File: config.mk
export PLATFORM = sky130hd
export DESIGN_NAME = data_obi_initiator
export DESIGN_NICKNAME = d
export VERILOG_FILES = /design/src/rtl/data_obi_initiator.sv
export SDC_FILE = /design/constraint.sdc
export NUM_CORES = 1
export LEC_CHECK = 0
export ABC_AREA = 0
export CAP_MARGIN = 0
export CORE_AREA = 5 5 121 169
export CTS_BUF_LIST = sky130_fd_sc_hd__clkbuf_16
export CTS_CLUSTER_SIZE = 40
export DETAILED_ROUTE_END_ITERATION = 10
export DIE_AREA = 0 0 126 174
export PLACE_DENSITY_LB_ADDON = 0.08
export RECOVER_POWER = 25
export SETUP_SLACK_MARGIN = 0.1
export SYNTH_ARGS = -nofsm -noshare
export SYNTH_HDL_FRONTEND = slang
export SYNTH_SLANG_ARGS = --single-unit
File: constraint.sdc
create_clock -name clk -period 2.57 [get_ports clk]
set_clock_uncertainty 0.1 [all_clocks]
set_input_delay 0.257 -clock clk [delete_from_list [all_inputs] [get_ports clk]]
set_output_delay 0.257 -clock clk [all_outputs]
set_load 0.005 [all_outputs]
File: src/rtl/data_obi_initiator.sv
// Single-command requester for the 33-bit tagged data bus: word or 2-beat capability access.
// Word access returns a response 3 cycles after accept; a capability access takes 4 (zero-wait responder).
module data_obi_initiator #(
  parameter int MAX_OUTSTANDING = 2
) (
  input  logic        clk,
  input  logic        rst_n,
  input  logic        cmd_valid,
  output logic        cmd_ready,
  input  logic        cmd_we,
  input  logic [3:0]  cmd_be,
  input  logic        cmd_is_cap,
  input  logic [31:0] cmd_addr,
  input  logic [65:0] cmd_wdata,
  output logic        data_req,
  output logic        data_we,
  output logic [3:0]  data_be,
  output logic        data_is_cap,
  output logic [31:0] data_addr,
  output logic [32:0] data_wdata,
  input  logic        data_gnt,
  input  logic        data_rvalid,
  input  logic [32:0] data_rdata,
  input  logic        data_err,
  output logic        rsp_valid,
  input  logic        rsp_ready,
  output logic [65:0] rsp_rdata,
  output logic        rsp_err,
  output logic        busy,
  output logic        proto_err
);

  localparam logic [2:0] S_IDLE   = 3'd0;
  localparam logic [2:0] S_REQ_LO = 3'd1;
  localparam logic [2:0] S_REQ_HI = 3'd2;
  localparam logic [2:0] S_WAIT   = 3'd3;
  localparam logic [2:0] S_RSP    = 3'd4;
  localparam logic [1:0] MAX_OUT  = 2'(MAX_OUTSTANDING);

  logic [2:0]  state_q, state_d;
  logic [1:0]  out_q, out_d;
  logic        beat_q, beat_d;
  logic        proto_err_q, proto_err_d;
  logic        we_q, we_d;
  logic [3:0]  be_q, be_d;
  logic        is_cap_q, is_cap_d;
  logic [31:0] addr_q, addr_d;
  logic [65:0] wdata_q, wdata_d;
  logic [65:0] rdata_q, rdata_d;
  logic        err_q, err_d;

  logic bus_gnt, beat_ok, last_beat, in_lo, in_hi;

  assign in_lo     = (state_q == S_REQ_LO);
  assign in_hi     = (state_q == S_REQ_HI);
  assign data_req  = in_lo | (in_hi & (out_q < MAX_OUT));
  assign bus_gnt   = data_req & data_gnt;
  // Responses with nothing outstanding are protocol violations and never captured.
  assign beat_ok   = data_rvalid & (out_q != 2'd0);
  assign last_beat = is_cap_q ? beat_q : 1'b1;

  always_comb begin
    state_d     = state_q;
    out_d       = out_q;
    beat_d      = beat_q;
    we_d        = we_q;
    be_d        = be_q;
    is_cap_d    = is_cap_q;
    addr_d      = addr_q;
    wdata_d     = wdata_q;
    rdata_d     = rdata_q;
    err_d       = err_q;
    proto_err_d = proto_err_q | (data_rvalid & (out_q == 2'd0));

    case (state_q)
      S_IDLE: begin
        if (cmd_valid) begin
          we_d     = cmd_we;
          be_d     = cmd_be;
          is_cap_d = cmd_is_cap;
          addr_d   = cmd_addr;
          wdata_d  = cmd_wdata;
          beat_d   = 1'b0;
          rdata_d  = '0;
          err_d    = 1'b0;
          if (cmd_is_cap && (cmd_addr[2:0] != 3'd0)) begin
            err_d   = 1'b1;
            state_d = S_RSP;
          end else begin
            state_d = S_REQ_LO;
          end
        end
      end
      S_REQ_LO: if (bus_gnt) state_d = is_cap_q ? S_REQ_HI : S_WAIT;
      S_REQ_HI: if (bus_gnt) state_d = S_WAIT;
      S_WAIT:   if (beat_ok && last_beat) state_d = S_RSP;
      S_RSP:    if (rsp_ready) state_d = S_IDLE;
      default:  state_d = S_IDLE;
    endcase

    if (beat_ok) begin
      if (!beat_q) rdata_d[32:0]  = data_rdata;
      else         rdata_d[65:33] = data_rdata;
      err_d  = err_d | data_err;
      beat_d = 1'b1;
    end

    case ({bus_gnt, beat_ok})
      2'b10:   out_d = out_q + 2'd1;
      2'b01:   out_d = out_q - 2'd1;
      default: out_d = out_q;
    endcase
  end

  always_ff @(posedge clk or negedge rst_n) begin
    if (!rst_n) begin
      state_q     <= S_IDLE;
      out_q       <= 2'd0;
      beat_q      <= 1'b0;
      proto_err_q <= 1'b0;
      we_q        <= 1'b0;
      be_q        <= 4'd0;
      is_cap_q    <= 1'b0;
      addr_q      <= 32'd0;
      wdata_q     <= 66'd0;
      rdata_q     <= 66'd0;
      err_q       <= 1'b0;
    end else begin
      state_q     <= state_d;
      out_q       <= out_d;
      beat_q      <= beat_d;
      proto_err_q <= proto_err_d;
      we_q        <= we_d;
      be_q        <= be_d;
      is_cap_q    <= is_cap_d;
      addr_q      <= addr_d;
      wdata_q     <= wdata_d;
      rdata_q     <= rdata_d;
      err_q       <= err_d;
    end
  end

  // Bus fields are driven only during the address phase, so they idle at zero.
  always_comb begin
    data_we     = 1'b0;
    data_be     = 4'd0;
    data_is_cap = 1'b0;
    data_addr   = 32'd0;
    data_wdata  = 33'd0;
    if (in_lo) begin
      data_we     = we_q;
      data_be     = is_cap_q ? 4'hf : be_q;
      data_is_cap = is_cap_q;
      data_addr   = addr_q;
      data_wdata  = is_cap_q ? wdata_q[32:0] : {1'b0, wdata_q[31:0]};
    end else if (in_hi) begin
      data_we     = we_q;
      data_be     = 4'hf;
      data_is_cap = 1'b1;
      data_addr   = addr_q + 32'd4;
      data_wdata  = wdata_q[65:33];
    end
  end

  assign cmd_ready = (state_q == S_IDLE);
  assign busy      = (state_q != S_IDLE);
  assign rsp_valid = (state_q == S_RSP);
  assign rsp_err   = rsp_valid & err_q;
  assign rsp_rdata = (rsp_valid && !err_q && !we_q) ? rdata_q : 66'd0;
  assign proto_err = proto_err_q;

endmodule

After elaboration in Yosys (flattened, before gate mapping)
Index checks and enable logic that the tools add are counted.
{"block": "word_totals", "input_bits": 144, "output_inout_bits": 143, "reg_bits": 178}
{"block": "classes", "eq_ne": 11, "muxes": 35, "n_lt_le_gt_ge": 1, "n_bitwise": 8, "reduce_logical": 17, "add_sub_neg": 3}
{"op": "2-to-1 mux 66 bit", "count": 4}
{"op": "2-to-1 mux 33 bit", "count": 5}
{"op": "2-to-1 mux 32 bit", "count": 2}
{"op": "adder 32 x 3 -> 32 bit, second input constant", "count": 1}
{"op": "2-to-1 mux 3 bit", "count": 6}
{"op": "one-hot mux 3 bit (5 select lines)", "count": 1}
{"op": "2-to-1 mux 1 bit", "count": 13}
{"op": "2-to-1 mux 4 bit", "count": 3}
{"op": "inequality test 2 bit, second input constant", "count": 4}
{"op": "nonzero test 2 bit", "count": 4}
{"op": "== test 3 x 2 -> 1 bit, second input constant", "count": 2}
{"op": "nonzero test 3 bit", "count": 2}
{"op": "bitwise AND 1 bit", "count": 5}
{"op": "AND reduction 5 bit", "count": 1}
{"op": "logical AND 1 bit", "count": 4}
{"op": "one-hot mux 2 bit (2 select lines)", "count": 1}
{"op": "AND reduction 2 bit", "count": 2}
{"op": "== test 3 x 1 -> 1 bit, second input constant", "count": 1}
{"op": "== test 3 bit, second input constant", "count": 1}
{"op": "zero test 3 bit", "count": 1}
{"op": "bitwise OR 1 bit", "count": 3}
{"op": "adder 2 x 1 -> 2 bit, second input constant", "count": 1}
{"op": "== test 2 x 1 -> 1 bit, second input constant", "count": 1}
{"op": "== test 2 bit, second input constant", "count": 1}
{"op": "5 further kinds", "count": 6}

Longest topological paths before layout
{"block": "depth", "ltp_word": 7, "depth_mapped": 9, "depth_no_buf": 7}

Worst setup path before layout
Ideal clock, no wire load.
{"block": "synth_path", "path_type": "flip-flop to flip-flop", "start": "reg state_q[2]", "end": "reg out_q[1]", "path_stages_with_launch": 9, "t_required_ps": 2391, "path_buffers": 2, "t_arrival_ps": 2106, "slack_ps": 284, "setup_ps": 79, "cell_sequence": "dfrtp_1 > or3b_2 > clkbuf_1 > clkbuf_1 > o21ai_0 > nand2_1 > ha_1 > nor2_1 > xor2_1"}
{"block": "synth_via", "elab_chain_cells": 6, "word_cells_on_any_way": 9}
{"item": "start: declaration", "line_no": "40", "rtl": "logic [2:0] state_q, state_d;"}
{"item": "start signal: assignment", "line_no": "129", "rtl": "state_q <= state_d;"}
{"item": "== test 3 x 2 -> 1 bit", "line_no": "55", "rtl": "assign in_hi = (state_q == S_REQ_HI);"}
{"item": "bitwise AND 1 bit", "line_no": "56", "rtl": "assign data_req = in_lo | (in_hi & (out_q < MAX_OUT));"}
{"item": "bitwise OR 1 bit *", "line_no": "56"}
{"item": "named net data_req", "line_no": "15", "rtl": "output logic data_req,"}
{"item": "bitwise AND 1 bit *", "line_no": "57", "rtl": "assign bus_gnt = data_req & data_gnt;"}
{"item": "== test 2 x 1 -> 1 bit or == test 2 bit (tied branches)", "line_no": "108", "rtl": "case ({bus_gnt, beat_ok})"}
{"item": "one-hot mux 2 bit (2 select lines) or nonzero test 2 bit (tied branches)"}
{"item": "end signal: assignment", "line_no": "130", "rtl": "out_q <= out_d;"}
{"item": "end: declaration", "line_no": "41", "rtl": "logic [1:0] out_q, out_d;"}
Mark *: on every way through the listed nets, which the timed path passes. The rest lies on a longest branch.
A chain may end at the register's enable or synchronous reset.

Final worst setup path
{"block": "layout_path", "start": "reg addr_q[3]", "end": "out data_addr[26]"}
{"block": "layout_via", "elab_chain_cells": 3}
{"item": "start: declaration", "line_no": "47", "rtl": "logic [31:0] addr_q, addr_d;"}
{"item": "start signal: assignment", "line_no": "136", "rtl": "addr_q <= addr_d;"}
{"item": "adder 32 x 3 -> 32 bit", "line_no": "160", "rtl": "data_addr = addr_q + 32'd4;"}
{"item": "2-to-1 mux 32 bit", "line_no": "156", "rtl": "end else if (in_hi) begin"}
{"item": "2-to-1 mux 32 bit", "line_no": "150", "rtl": "if (in_lo) begin"}
{"item": "end: declaration", "line_no": "19", "rtl": "output logic [31:0] data_addr,"}
No other way between the ends.

==> summary.txt <==
Outcome
  – Status: finished, violations left
  – Failing checks: capacitance limit, slew limit, setup timing

CTS
  – Clock-pin slew on the worst setup and hold paths: 0.07 ns
  – Htree depth: 4
  – Worst skew pair latency: approximately 0.42 ns
  – CTS Root Buffer Type: clkbuf_16
  – CTS Sinks: about 180
  – CTS Buf Count: 17
  – CTS tree: yes
  – Clk buf depth: 2

Synth
  – Post-synthesis instance total: approximately 930
  – YS warnings: 0
  – Ys flop type: dfrtp_1
  – Post-synth ARST share: 1.000
  – Syn avg cell area: about 9.1 um2
  – Post-synthesis cell area: roughly 8400 um2
  – Yosys reg bits: approximately 180
  – Synth cell types: between 50 and 60
  – Seq/Total Area, Yosys: 0.5277
  – EDFF count, synth: 0
  – Synth Net Count: ~1,100

Drt
  – DRT Pass-1 Iters: 5
  – DR vias: between 8,000 and 9,000
  – Final WL: 32.88 mm
  – Vias per cell: roughly 5.6
  – DRC Markers: 0
  – Post-route ant nets: 0
  – Initial DRC count: 633
  – Wire per inst: between 20 and 25 um

Critical path
  – Crit Path Max Fanout: 3
  – CP required: about 2.2 ns
  – Critical path startpoint: addr_q[3]$_DFFE_PN0P_
  – Arr. time, crit path: approximately 2.5 ns
  – Critical path capture point type: primary output
  – Crit path kind: flip-flop to primary output
  – Critical R2R Launch: state_q[2]$_DFFE_PN0P_
  – Startpoint types: flip-flop

Global route
  – Initial antenna violation count: 1
  – GRT overflow: 0
  – First-pass GRT wire length: about 46 mm
  – Total track usage: 0.2592
  – Number of global-route vias before repair: around 8,700
  – Largest net degree at the start of global routing: 72

Finish
  – Layout cells sized above 1: 0.3201
  – Nets: approximately 1,500
  – Layout fillers: 1,345
  – Final Non-Filler Cells: 1,611
  – Multi-input gate area: around 4200 um2
  – Register Area: approximately 4500 um2
  – Core Util, Final: 0.7446
  – P&R area growth vs syn: 66.90%

Timing
  – RSZ-0062 raised after global routing: yes
  – Endpoints failing hold: 0
  – Count of final setup violators: between 50 and 60
  – Setup TNS: -4.007 ns
  – Final Cycle Share: 1.106
  – Max-slew headroom: -0.2146
  – Post-route minimum period: ~2.8 ns
  – Slew Limit Fails: 71
  – Slew @ Worst Pin: 1.822 ns
  – Post-route setup slack: -0.2717 ns
  – Hold Worst Slack: 0.2514 ns
  – FMAX: 351.9 MHz

Hold path
  – Hold Path Class: input pin to flip-flop
  – Min-delay src: cmd_wdata[28]

Placement
  – Placed cell count: 1,447
  – Final HPWL DP: about 18 mm
  – Final Wtd Congestion: 0.8513
  – Port Buf Inserts: between 200 and 300

Power
  – Final Total Pwr: around 15,000 uW
  – Pwr dens: ~1100 nW/um2
  – Peak supply drop: approximately 0.55 mV
  – Leakage power: 0.007278 uW

Floorplanning
  – Die area: between 20,000 and 25,000 um2
  – Die width: ~130 um
  – Rows: 60
  – Die Height: roughly 170 um
  – I/O Pins: between 200 and 300
  – Initial Util: 0.4462
  – Core area: between 15,000 and 20,000 um2

Run
  – Max-cap check violation count: 1
==> worst max-delay path, cell delays in order (launching register included) <==
cell and delay, ns:
dfrtp_1 0.36, buf_6 0.10, buf_6 0.09, ha_4 0.14, nand3_4 0.09, nor4_4 0.31
buf_4 0.18, buf_6 0.10, buf_6 0.10, buf_6 0.09, buf_6 0.10, a31oi_4 0.07
a31oi_1 0.19, buf_2 0.14
==> layer usage <==
metal | up-vias | part of all wire | GRT usage
li1 | 4030 | - | -
met1 | 4330 | 0.36 | 0.3029
met2 | 494 | 0.52 | 0.4545
met3 | 112 | 0.083 | 0.06978
met4 | 0 | 0.042 | 0.09526
met5 | - | 0 | 0
==> timing repair <==
item                                    CTS  global route
pin swaps                                24            81
endpoints found under the setup margin  138           139
buffers inserted                         50            71
gates cloned                              7             8
hold buffers                              1             0
endpoints found under the hold margin    67             0
resized for setup                       346           361
==> power breakdown <==
| part | total (uW) | internal (uW) | switching (uW) |
|---|---|---|---|
| logic | 7670 | 3850 | 3820 |
| registers | 4970 | 4070 | 905 |
| clock network | 2600 | 1450 | 1160 |
| total | 15300 | 9360 | 5890 |
==> kinds of logic after synthesis <==
family          count (synthesis)  synth area share
compound gates                194            0.1774
xor+xnor                        3          0.003114
fa+ha+maj                       2          0.002964
buf+inv                        74           0.03602
flops                         178            0.5277
mux                             1          0.001186
simple gates                  477            0.2516
==> state kept, by name, indices dropped and copies added, names as in the netlist <==
register and cells:
out_q 2, is_cap_q 1, be_q 4, wdata_q 66
err_q 1, we_q 1, beat_q 1, proto_err 1
rdata_q 66, state_q 3, addr_q 32
==> cell usage after synthesis (4+ instances only) <==
| master | count | area [um2] |
|---|---|---|
| inv_1 | 6 | 22.52 |
| nor4_1 | 5 | 31.28 |
| nand4_1 | 6 | 37.54 |
| a21o_1 | 10 | 75.07 |
| dfrtp_1 | 178 | 4454 |
| nand2_1 | 333 | 1250 |
| or4_1 | 4 | 30.03 |
| a21oi_1 | 6 | 30.03 |
| and3_1 | 6 | 37.54 |
| nor2_1 | 18 | 67.56 |
| a31oi_1 | 24 | 150.1 |
| nand3_1 | 13 | 65.06 |
| a22o_1 | 101 | 884.6 |
| clkbuf_1 | 51 | 191.4 |
| nor3_1 | 5 | 25.02 |
| a41oi_1 | 6 | 52.55 |
| o21ai_0 | 26 | 130.1 |
| and2_1 | 68 | 425.4 |
| buf_2 | 12 | 60.06 |
| a31o_2 | 4 | 35.03 |
==> path summary, 6_finish.rpt <==
path	end	slack, ns	cells after the start
setup / recovery	data_addr[26]	-0.27	13
hold / removal	wdata_q[28]$_DFFE_PN0P_	0.25	3
setup reg to reg	out_q[1]$_DFFE_PN0P_	0.15	11
hold reg to reg	proto_err$_DFF_PN0_	0.36	1
max in group asynchronous	rdata_q[29]$_DFF_PN0_	0.28	3
min in group asynchronous	wdata_q[59]$_DFFE_PN0P_	0.76	2
==> layout make-up <==
class,instances,share of cell area
Tap cell,248,0.02203
Clock buffer,17,0.03020
Inverter,6,0.001865
Antenna cell,1,0.0001776
Clock inverter,14,0.01092
Sequential cell,178,0.3162
Timing Repair Buffer,470,0.3187
Multi-Input combinational cell,677,0.2999
==> through the flow <==
stage | worst slack, ns | cell area, um2
after CTS | -0.2899 | 13110
after floorplan | 0.2844 | 8441
after global routing | -0.3908 | 14090
after global placement | 0.02096 | 11850
final | -0.2717 | 14090
after detailed placement | 0.0004112 | 11850
==> placed cells by master, fill, tap and decap left out, types with 20 or more instances in the layout <==
cell type / count
buf_2: 69
clkdlybuf4s50_1: 145
clkbuf_16: 23
buf_4: 98
dlymetal6s2s_1: 20
and2_1: 28
buf_6: 93
and2_4: 40
dfrtp_1: 178
nand2_1: 330
a22o_1: 101
Note: power is estimated with default switching activity, not from simulation.
